File: config.mk
export PLATFORM = sky130hd
export DESIGN_NAME = card_filler_flat
export DESIGN_NICKNAME = d
export VERILOG_FILES = /design/src/rtl/card_filler_pkg.sv /design/src/rtl/card_filler_if.sv /design/src/rtl/card_filler_lfsr.sv /design/src/rtl/card_filler.sv /design/src/flat_wrapper.sv
export SDC_FILE = /design/constraint.sdc
export NUM_CORES = 1
export LEC_CHECK = 0
export CORE_MARGIN = 2
export CORE_UTILIZATION = 53
export CTS_CLUSTER_DIAMETER = 30
export CTS_CLUSTER_SIZE = 40
export DETAILED_ROUTE_END_ITERATION = 10
export GPL_TIMING_DRIVEN = 0
export MAX_ROUTING_LAYER = met4
export PLACE_DENSITY = 0.84
export REMOVE_ABC_BUFFERS = 1
export SETUP_SLACK_MARGIN = 0.05
export SYNTH_ARGS = -nofsm -noshare
export SYNTH_HDL_FRONTEND = slang
export SYNTH_HIERARCHICAL = 1
export SYNTH_SLANG_ARGS = --single-unit
File: constraint.sdc
create_clock -name clk -period 2.6 [get_ports clk]
set_input_delay 0.65 -clock clk [delete_from_list [all_inputs] [get_ports clk]]
set_output_delay 0.65 -clock clk [all_outputs]
set_load 0.01 [all_outputs]
File: src/rtl/card_filler_pkg.sv
// card_filler_pkg: shared definitions for the bingo card filler.
//   - default geometry (DATA_WIDTH, ADDR_WIDTH, NUM_ENTRIES, MAX_NUMBER)
//   - Galois LFSR tap constant and next-state helper
//   - filler state type
package card_filler_pkg;

  localparam int DEF_DATA_WIDTH  = 8;
  localparam int DEF_ADDR_WIDTH  = 4;
  localparam int DEF_NUM_ENTRIES = 16;
  localparam int DEF_MAX_NUMBER  = 99;

  localparam logic [7:0] LFSR_TAPS = 8'hB8;

  typedef enum logic [2:0] {
    ST_IDLE,
    ST_GEN,
    ST_CHECK,
    ST_WRITE,
    ST_DONE
  } fill_state_t;

  // 8-bit Galois right-shift step; period 255, never reaches 0 from a non-zero state.
  function automatic logic [7:0] lfsr_next(input logic [7:0] l);
    return {1'b0, l[7:1]} ^ (l[0] ? LFSR_TAPS : 8'h00);
  endfunction

endpackage

File: src/rtl/card_filler_if.sv
// card_filler_if: RAM write/read port shared between the card filler and the game FSM.
//   ram_addr         address (read while scanning, write while writing)
//   ram_write_en     one-cycle write strobe
//   ram_write_number write data, valid with ram_write_en
//   ram_read_number  asynchronous read data for ram_addr
// Modports: master = filler side, slave = RAM side.
interface card_filler_if
  import card_filler_pkg::*;
#(
  parameter int ADDR_WIDTH = DEF_ADDR_WIDTH,
  parameter int DATA_WIDTH = DEF_DATA_WIDTH
);

  logic [ADDR_WIDTH-1:0] ram_addr;
  logic                  ram_write_en;
  logic [DATA_WIDTH-1:0] ram_write_number;
  logic [DATA_WIDTH-1:0] ram_read_number;

  modport master (
    output ram_addr,
    output ram_write_en,
    output ram_write_number,
    input  ram_read_number
  );

  modport slave (
    input  ram_addr,
    input  ram_write_en,
    input  ram_write_number,
    output ram_read_number
  );

endinterface

File: src/rtl/card_filler_lfsr.sv
// bingo_lfsr: 8-bit Galois LFSR with enable and synchronous load.
//   clk, rstn   clock, async active-low reset (value <= SEED)
//   en          advance one step this cycle
//   load        load load_value this cycle (wins over en)
//   load_value  value to load
//   value       current LFSR state
module bingo_lfsr
  import card_filler_pkg::*;
#(
  parameter logic [7:0] SEED = 8'h01
) (
  input  logic       clk,
  input  logic       rstn,
  input  logic       en,
  input  logic       load,
  input  logic [7:0] load_value,
  output logic [7:0] value
);

  always_ff @(posedge clk or negedge rstn) begin
    if (!rstn) begin
      value <= SEED;
    end else if (load) begin
      value <= load_value;
    end else if (en) begin
      value <= lfsr_next(value);
    end
  end

endmodule

File: src/rtl/card_filler.sv
// card_filler: fills every RAM slot with a unique pseudo-random number in 1..MAX_NUMBER.
// Each accepted candidate is compared against all slots already written
// (one slot per cycle) before it is stored.
//   clk, rstn    clock, async active-low reset
//   start_fill   level, honoured only in IDLE and DONE
//   seed         (only with CARD_FILLER_SEED_IN_EN) LFSR load value on start; 0 selects LFSR_SEED
//   ram          card_filler_if master: addr / write strobe / write data / async read data
//   busy         high while filling (GEN, CHECK, WRITE)
//   fill_done    high in DONE
// Build option: define CARD_FILLER_SEED_IN_EN to add the seed input; otherwise the
// LFSR free-runs from reset and start timing selects the card.
module card_filler
  import card_filler_pkg::*;
#(
  parameter int         DATA_WIDTH  = DEF_DATA_WIDTH,
  parameter int         ADDR_WIDTH  = DEF_ADDR_WIDTH,
  parameter int         NUM_ENTRIES = DEF_NUM_ENTRIES,
  parameter int         MAX_NUMBER  = DEF_MAX_NUMBER,
  parameter logic [7:0] LFSR_SEED   = 8'h01
) (
  input  logic       clk,
  input  logic       rstn,
  input  logic       start_fill,
`ifdef CARD_FILLER_SEED_IN_EN
  input  logic [7:0] seed,
`endif
  card_filler_if.master ram,
  output logic       busy,
  output logic       fill_done
);

  if (DATA_WIDTH != 8) begin : g_bad_data_width
    $error("card_filler: DATA_WIDTH must be 8");
  end
  if (NUM_ENTRIES != (1 << ADDR_WIDTH)) begin : g_bad_entries
    $error("card_filler: NUM_ENTRIES must equal 2**ADDR_WIDTH");
  end
  if ((MAX_NUMBER < NUM_ENTRIES) || (MAX_NUMBER > 255)) begin : g_bad_max
    $error("card_filler: MAX_NUMBER out of range");
  end
  if (LFSR_SEED == 8'h00) begin : g_bad_seed
    $error("card_filler: LFSR_SEED must be non-zero");
  end

  localparam logic [ADDR_WIDTH-1:0] LAST_IDX = ADDR_WIDTH'(NUM_ENTRIES - 1);

  fill_state_t           state_q, state_d;
  logic [ADDR_WIDTH-1:0] wr_idx_q, wr_idx_d;
  logic [ADDR_WIDTH-1:0] scan_idx_q, scan_idx_d;
  logic [DATA_WIDTH-1:0] cand_q, cand_d;

  logic       lfsr_en;
  logic       lfsr_load;
  logic [7:0] lfsr_load_value;
  logic [7:0] lfsr_q;
  logic       cand_ok;

`ifdef CARD_FILLER_SEED_IN_EN
  localparam bit SEED_LOAD = 1'b1;
  assign lfsr_load_value = (seed == 8'h00) ? LFSR_SEED : seed;
`else
  localparam bit SEED_LOAD = 1'b0;
  assign lfsr_load_value = LFSR_SEED;
`endif

  bingo_lfsr #(
    .SEED(LFSR_SEED)
  ) u_lfsr (
    .clk       (clk),
    .rstn      (rstn),
    .en        (lfsr_en),
    .load      (lfsr_load),
    .load_value(lfsr_load_value),
    .value     (lfsr_q)
  );

  assign cand_ok = (lfsr_q != 8'h00) && (lfsr_q <= 8'(MAX_NUMBER));

  always_ff @(posedge clk or negedge rstn) begin
    if (!rstn) begin
      state_q    <= ST_IDLE;
      wr_idx_q   <= '0;
      scan_idx_q <= '0;
      cand_q     <= '0;
    end else begin
      state_q    <= state_d;
      wr_idx_q   <= wr_idx_d;
      scan_idx_q <= scan_idx_d;
      cand_q     <= cand_d;
    end
  end

  always_comb begin
    state_d              = state_q;
    wr_idx_d             = wr_idx_q;
    scan_idx_d           = scan_idx_q;
    cand_d               = cand_q;
    lfsr_en              = 1'b0;
    lfsr_load            = 1'b0;
    ram.ram_addr         = '0;
    ram.ram_write_en     = 1'b0;
    ram.ram_write_number = '0;
    busy                 = 1'b0;
    fill_done            = 1'b0;

    unique case (state_q)
      ST_IDLE: begin
        lfsr_en = 1'b1;
        if (start_fill) begin
          state_d   = ST_GEN;
          wr_idx_d  = '0;
          lfsr_load = SEED_LOAD;
        end
      end

      ST_GEN: begin
        busy    = 1'b1;
        lfsr_en = 1'b1;
        if (cand_ok) begin
          cand_d = lfsr_q;
          if (wr_idx_q == '0) begin
            state_d = ST_WRITE;
          end else begin
            state_d    = ST_CHECK;
            scan_idx_d = '0;
          end
        end
      end

      ST_CHECK: begin
        busy         = 1'b1;
        ram.ram_addr = scan_idx_q;
        if (ram.ram_read_number == cand_q) begin
          state_d = ST_GEN;
        end else if (scan_idx_q == wr_idx_q - ADDR_WIDTH'(1)) begin
          state_d = ST_WRITE;
        end else begin
          scan_idx_d = scan_idx_q + ADDR_WIDTH'(1);
        end
      end

      ST_WRITE: begin
        busy                 = 1'b1;
        ram.ram_addr         = wr_idx_q;
        ram.ram_write_en     = 1'b1;
        ram.ram_write_number = cand_q;
        if (wr_idx_q == LAST_IDX) begin
          state_d = ST_DONE;
        end else begin
          wr_idx_d = wr_idx_q + ADDR_WIDTH'(1);
          state_d  = ST_GEN;
        end
      end

      ST_DONE: begin
        fill_done = 1'b1;
        // LFSR holds in DONE; a refill without a seed port continues the sequence.
        if (start_fill) begin
          state_d   = ST_GEN;
          wr_idx_d  = '0;
          lfsr_load = SEED_LOAD;
        end
      end

      default: state_d = ST_IDLE;
    endcase
  end

endmodule

File: src/flat_wrapper.sv
// flat-port wrapper written by rule: the top's interface ports become plain ports
module card_filler_flat import card_filler_pkg::*;
#(
  parameter int         DATA_WIDTH  = DEF_DATA_WIDTH,
  parameter int         ADDR_WIDTH  = DEF_ADDR_WIDTH,
  parameter int         NUM_ENTRIES = DEF_NUM_ENTRIES,
  parameter int         MAX_NUMBER  = DEF_MAX_NUMBER,
  parameter logic [7:0] LFSR_SEED   = 8'h01
)
  (clk, rstn, start_fill, busy, fill_done, ram_ram_addr, ram_ram_write_en, ram_ram_write_number, ram_ram_read_number);
  card_filler_if #(.ADDR_WIDTH(ADDR_WIDTH), .DATA_WIDTH(DATA_WIDTH)) ram_i ();
  input  logic clk;
  input  logic rstn;
  input  logic start_fill;
  output logic busy;
  output logic fill_done;
  output wire logic [$bits(ram_i.ram_addr)-1:0] ram_ram_addr;
  output wire logic [$bits(ram_i.ram_write_en)-1:0] ram_ram_write_en;
  output wire logic [$bits(ram_i.ram_write_number)-1:0] ram_ram_write_number;
  input wire logic [$bits(ram_i.ram_read_number)-1:0] ram_ram_read_number;
  assign ram_ram_addr = ram_i.ram_addr;
  assign ram_ram_write_en = ram_i.ram_write_en;
  assign ram_ram_write_number = ram_i.ram_write_number;
  assign ram_i.ram_read_number = ram_ram_read_number;
  card_filler #(.DATA_WIDTH(DATA_WIDTH), .ADDR_WIDTH(ADDR_WIDTH), .NUM_ENTRIES(NUM_ENTRIES), .MAX_NUMBER(MAX_NUMBER), .LFSR_SEED(LFSR_SEED)) u_core (.clk(clk), .rstn(rstn), .start_fill(start_fill), .ram(ram_i), .busy(busy), .fill_done(fill_done));
endmodule
; Word level (Yosys, flattened, before mapping)
; Index checks and enable logic that the tools add are counted.
[totals]
regBits = 27
latch_bits = 0
mem_bits_rw = 0
mem_bits_ro = 0
inputBits = 11
elab_cells = 59
mem_count = 0
[classes]
add_sub_neg = 3
multipliers = 0
div_mod_pow = 0
order_cmp = 1
n_eq_ne = 14
shifts = 0
muxes = 22
bitwise = 1
reduce_logical = 13
[op_table]
columns = operator, n
row1 = 2-to-1 mux 4 bit, 6
row2 = case mux 4 bit (2 select lines), 3
row3 = 2-to-1 mux 8 bit, 2
row4 = 2-to-1 mux 3 bit, 5
row5 = case mux 3 bit (4 select lines), 1
row6 = "adder 4 x 1 -> 4 bit, second input constant", 2
row7 = == test 8 bit, 1
row8 = "<= comparator 8 x 7 -> 1 bit, second input constant", 1
row9 = "inequality test 2 bit, second input constant", 4
row10 = nonzero test 8 bit, 1
row11 = XOR 7 x 8 -> 8 bit, 1
row12 = "== test 3 x 2 -> 1 bit, second input constant", 2
row13 = AND reduction 3 bit, 2
row14 = 2-to-1 mux 1 bit, 5
row15 = AND reduction 5 bit, 1
row16 = == test 4 bit, 1
row17 = "== test 4 bit, second input constant", 1
row18 = zero test 4 bit, 1
row19 = "inequality test 2 x 1 -> 1 bit, second input constant", 2
row20 = nonzero test 2 bit, 2
row21 = OR reduction 2 bit, 2
row22 = "subtractor 4 x 1 -> 4 bit, second input constant", 1
row23 = "== test 3 x 1 -> 1 bit, second input constant", 1
row24 = "== test 3 bit, second input constant", 1
row25 = other kinds (5), 5

; Longest topological paths before layout
[depth]
depth_word = 5
depth_mapped = 7
depth_no_buf = 7

; Hierarchy
; Netlist, hierarchy kept.
[by_module_without_submodules]
columns = mod, instances, cells_per_inst, area_each_um2
row1 = card_filler, 1, 129, 1246.2
row2 = bingo_lfsr, 1, 39, 409.1

; Least setup slack after synthesis
; Ideal clock, no wire load.
[synth_timing]
path_type = register to output
from = register u_core.state_q[2]
to = output ram_ram_write_number[0]
arrival_ns = 1.345
required_time_ns = 1.950
slack_ns = 0.605
stages_incl_launch_ff = 5
path_buffers = 2
path_cell_list = dfrtp_1 > and3b_1 > clkbuf_1 > clkbuf_1 > and2_1
[synth_between]
elab_chain_len = 2
[synth_rtl]
columns = item, line
row1 = "start, declared", card_filler.sv:47  ; fill_state_t state_q, state_d;
row2 = "start signal, assigned", card_filler.sv:86  ; state_q <= state_d;
row3 = == test 3 x 2 -> 1 bit, card_filler.sv:106  ; unique case (state_q)
row4 = 2-to-1 mux 8 bit, card_filler.sv:106
row5 = "end, declared", flat_wrapper.sv:19  ; output wire logic [$bits(ram_i.ram_write_number)-1:0] ram_ram_write_number;
; No other way between the ends.

; Worst setup path in the final report
[layout_timing]
from = register u_core.state_q[2]
to = output ram_ram_addr[1]
[layout_between]
elab_chain_len = 2
elab_cells_between_ends = 3
[layout_rtl]
columns = item, line
row1 = == test 3 x 2 -> 1 bit, card_filler.sv:106
row2 = case mux 4 bit (2 select lines) (*), card_filler.sv:106
row3 = "end, declared", flat_wrapper.sv:17  ; output wire logic [$bits(ram_i.ram_addr)-1:0] ram_ram_addr;
; Every way passes the cells marked *; elsewhere a longest branch is shown, timed or not.

==> implementation parameters <==
Parameter                              Value

Run status
  Status    complete, no violations

Timing
  Final critical path time including I/O delays and setup    2457 ps
  Number of setup violations in the final report    0
  Part of the cycle the worst path needs    0.9452
  Worst slew margin relative to its limit    0.1997
  Unrepaired setup endpoints after global routing    true
  Fin Clk Skew    just under 6 ps
  Maximum achievable frequency    0.4069 GHz
  Slew at the pin with the worst max-slew slack    1197 ps
  Aggregate negative setup slack    0 ps
  Pins over their slew limit    0
  Count of endpoints failing hold in the final timing report    0

Power
  Worst supply voltage drop on vdd    0.0004438 V
  Leak pwr    0.9363 nW
  Internal power component    1.181 mW
  Power density relative to cell area    966.9 nW/um2
  Power Total    1.986 mW
  Switching power of the nets    0.8055 mW
  Part of the total power dissipated in combinational logic    0.505
  Part of the power in registers    0.405
  Proportion of total power due to net switching    0.4055
  Part of the power in the clock network    0.091

CTS
  CTS clk-pin slew, worst paths    about 140 ps
  Clock sinks    27
  Clock latency on the worst-skew pair    between 300 and 400 ps
  Buffer depth of the longest clock path    2
  Post-cts hold buffer count    0
  Root buffer cell    sky130_fd_sc_hd__clkbuf_4
  H-Tree Level Count    1
  TritonCTS clock tree    done
  Total CTS buffers    3

Placed design
  Port Buffers    25
  HPWL reported at the end of detailed placement    2.717 mm
  Placer Congestion    0.8906

Route
  Ratio of routed vias to standard cells    5.537
  Vias    1340
  Count of antenna-violating nets left after detailed routing    0
  Number of optimization iterations in the first detailed-route pass    4
  Routed WL per cell    approximately 15 um
  Drt total wl    3.613 mm
  1st-iter DRT viols    126
  Post-route DRC violation count    0

Cells and area
  Top library cells by usage in the layout, fill and taps aside    sky130_fd_sc_hd__dfrtp_1 (24), sky130_fd_sc_hd__clkdlybuf4s50_1 (20), sky130_fd_sc_hd__nand2_1 (18)
  Share of cells above drive strength 1    0.1388
  Count of inserted antenna diode cells    0
  Fin util    0.6842
  Filler instances    between 200 and 250
  Most common library cell in the layout ignoring fill and taps    sky130_fd_sc_hd__dfrtp_1
  Area grow syn2layout    24.11%
  Final nets    224

Global route
  Remaining Overflow, GRT    0
  Vias in the first global route    1350
  Antenna violations before repair    0
  Pin count of the biggest net entering global routing    28
  Overall routing resource usage    0.2388
  Global-route wire length before repair    6.237 mm

Synthesis
  Number of instances in the synthesized netlist    168
  Synth async-reset ratio    1.000
  Seq/Total Area, Yosys    0.4089
  Most area-consuming cells after synthesis    sky130_fd_sc_hd__dfrtp_1 (39%), sky130_fd_sc_hd__xnor2_1 (6.9%), sky130_fd_sc_hd__mux2_2 (4.8%)
  Leading register cell type out of synthesis    sky130_fd_sc_hd__dfrtp_1
  Netlist area before placement    around 1700 um2
  Largest area contributor in the synthesized netlist    sky130_fd_sc_hd__dfrtp_1
  Count of flip-flops with a built-in enable after synthesis    0
  Syn avg cell area    9.853 um2
  Synth warn    6
  Share of the synthesized area in the top cell type    0.3930
  Synthesis-stage register bit count    27
  Distinct cells, synth    45

Setup path
  Largest delay contributor family on the critical path    simple AND/OR/NAND/NOR gates
  Crit path cell chain    nand2b_2 > or2_2 > o21ai_0 > dlygate4sd2_1
  Crit. End Element    output port
  Critical path type    reg -> out
  Worst-path fanout max    7
  Delay of the slowest cell on the worst path    470 ps
  Worst path required time    between 1500 and 2000 ps
  Slowest stage cell on the critical path    sky130_fd_sc_hd__dfrtp_2
  Critical path buffers and inverters    1
  Launching element type of the critical path    flop
  Arrival time of data at the critical path endpoint    1810 ps

Min path
  Class of the most critical hold timing path    reg -> reg

Floorplanning
  Area of the die    3586 um2
  Die Span Y    59.89 um
  Top-level port count    26
  Initial standard-cell utilization of the core    0.5513
  DIE WIDTH    between 50 and 60 um
  # rows    20
  Core box area    3003 um2

Flow run
  Max_cap viols    0
==> worst paths after layout <==
path	from	slack (ps)	cells past startpoint	endpoint
max reg2reg	u_core/wr_idx_q[0]$_DFFE_PN0P_	450	7	u_core/scan_idx_q[3]$_DFFE_PN0P_
min	u_core/cand_q[3]$_DFFE_PN0P_	570	1	u_core/cand_q[3]$_DFFE_PN0P_
min reg2reg	u_core/cand_q[3]$_DFFE_PN0P_	570	1	u_core/cand_q[3]$_DFFE_PN0P_
min in group asynchronous	rstn	940	1	u_core/wr_idx_q[3]$_DFFE_PN0P_
max in group asynchronous	rstn	880	1	u_core/state_q[0]$_DFFE_PN0P_
max	u_core/state_q[2]$_DFFE_PN0P_	140	4	ram_ram_addr[1]
==> flip-flops by register name, summed over array words and instances (netlist names) <==
signal / count
u_core/scan_idx_q: 4
u_core/u_lfsr/value: 8
u_core/state_q: 3
u_core/cand_q: 8
u_core/wr_idx_q: 4
==> metrics by stage <==
step | cell area [um2] | cells | setup WS (ps) | hold WS [ps]
finish | 2054 | 242 | 142.6 | 571.4
detailed placement | 1954 | 232 | 164.1 | 539.6
floorplan | 1663 | 174 | 727.3 | 354.4
global placement | 1954 | 232 | 195.5 | 521.7
global route | 2054 | 242 | 13.45 | 602.2
CTS | 2024 | 240 | 51.85 | 571.9
==> cell families after synthesis <==
family                   Yosys count  share of synthesized area
XOR/XNOR                          16                    0.09297
AO/OA/AOI/OAI                     34                     0.1436
adder cells (fa/ha/maj)            3                    0.02268
multiplexers                      13                    0.08390
buffers and inverters             13                    0.03855
AND/OR/NAND/NOR                   60                     0.2048
other                              2                   0.004537
flip-flops                        27                     0.4089
==> routing by layer <==
metal  up-vias  track usage  share of wire
met5         -            -              0
met4         0      0.09841          0.012
met2        22       0.3913           0.54
li1        661            -              -
met3         4      0.01948          0.025
met1       653       0.3040           0.43
==> power by group through the flow <==
stage | Sequential, mW | Clock (mW) | Combinational [mW]
final | 0.804 | 0.180 | 1.00
after global routing | 0.829 | 0.209 | 1.11
after detailed placement | 0.798 | 0 | 0.964
after floorplan | 0.732 | 0 | 0.704
after CTS | 0.798 | 0.194 | 1.00
after global placement | 0.783 | 0 | 0.917
==> Yosys cell counts, types with 4 or more instances <==
library cell,instances
sky130_fd_sc_hd__nand2_1,18
sky130_fd_sc_hd__mux2_2,7
sky130_fd_sc_hd__nor2_1,5
sky130_fd_sc_hd__xnor2_1,13
sky130_fd_sc_hd__o21ai_0,12
sky130_fd_sc_hd__inv_1,5
sky130_fd_sc_hd__nand2b_1,4
sky130_fd_sc_hd__nand3_1,7
sky130_fd_sc_hd__mux2i_1,6
sky130_fd_sc_hd__dfrtp_1,26
sky130_fd_sc_hd__and2_1,9
sky130_fd_sc_hd__o211ai_1,5
==> final cells by class <==
cell class,count,area [um2],area share
Clock buffer,3,22.52,0.01096
Clock inverter,1,5.005,0.002436
Inverter,5,18.77,0.009135
Multi-Input combinational cell,143,991.0,0.4823
Sequential cell,27,679.4,0.3307
Tap cell,33,41.29,0.02010
Timing Repair Buffer,30,296.5,0.1443
==> what timing repair did <==
| item | 4_1_cts | 5_1_grt |
|---|---|---|
| setup endpoints to repair | 13 | 13 |
| pin swaps | 1 | 0 |
| cloned | 1 | 0 |
| resized for setup | 6 | 7 |
| setup buffers | 3 | 2 |
Power figures use the tool's default switching activity.
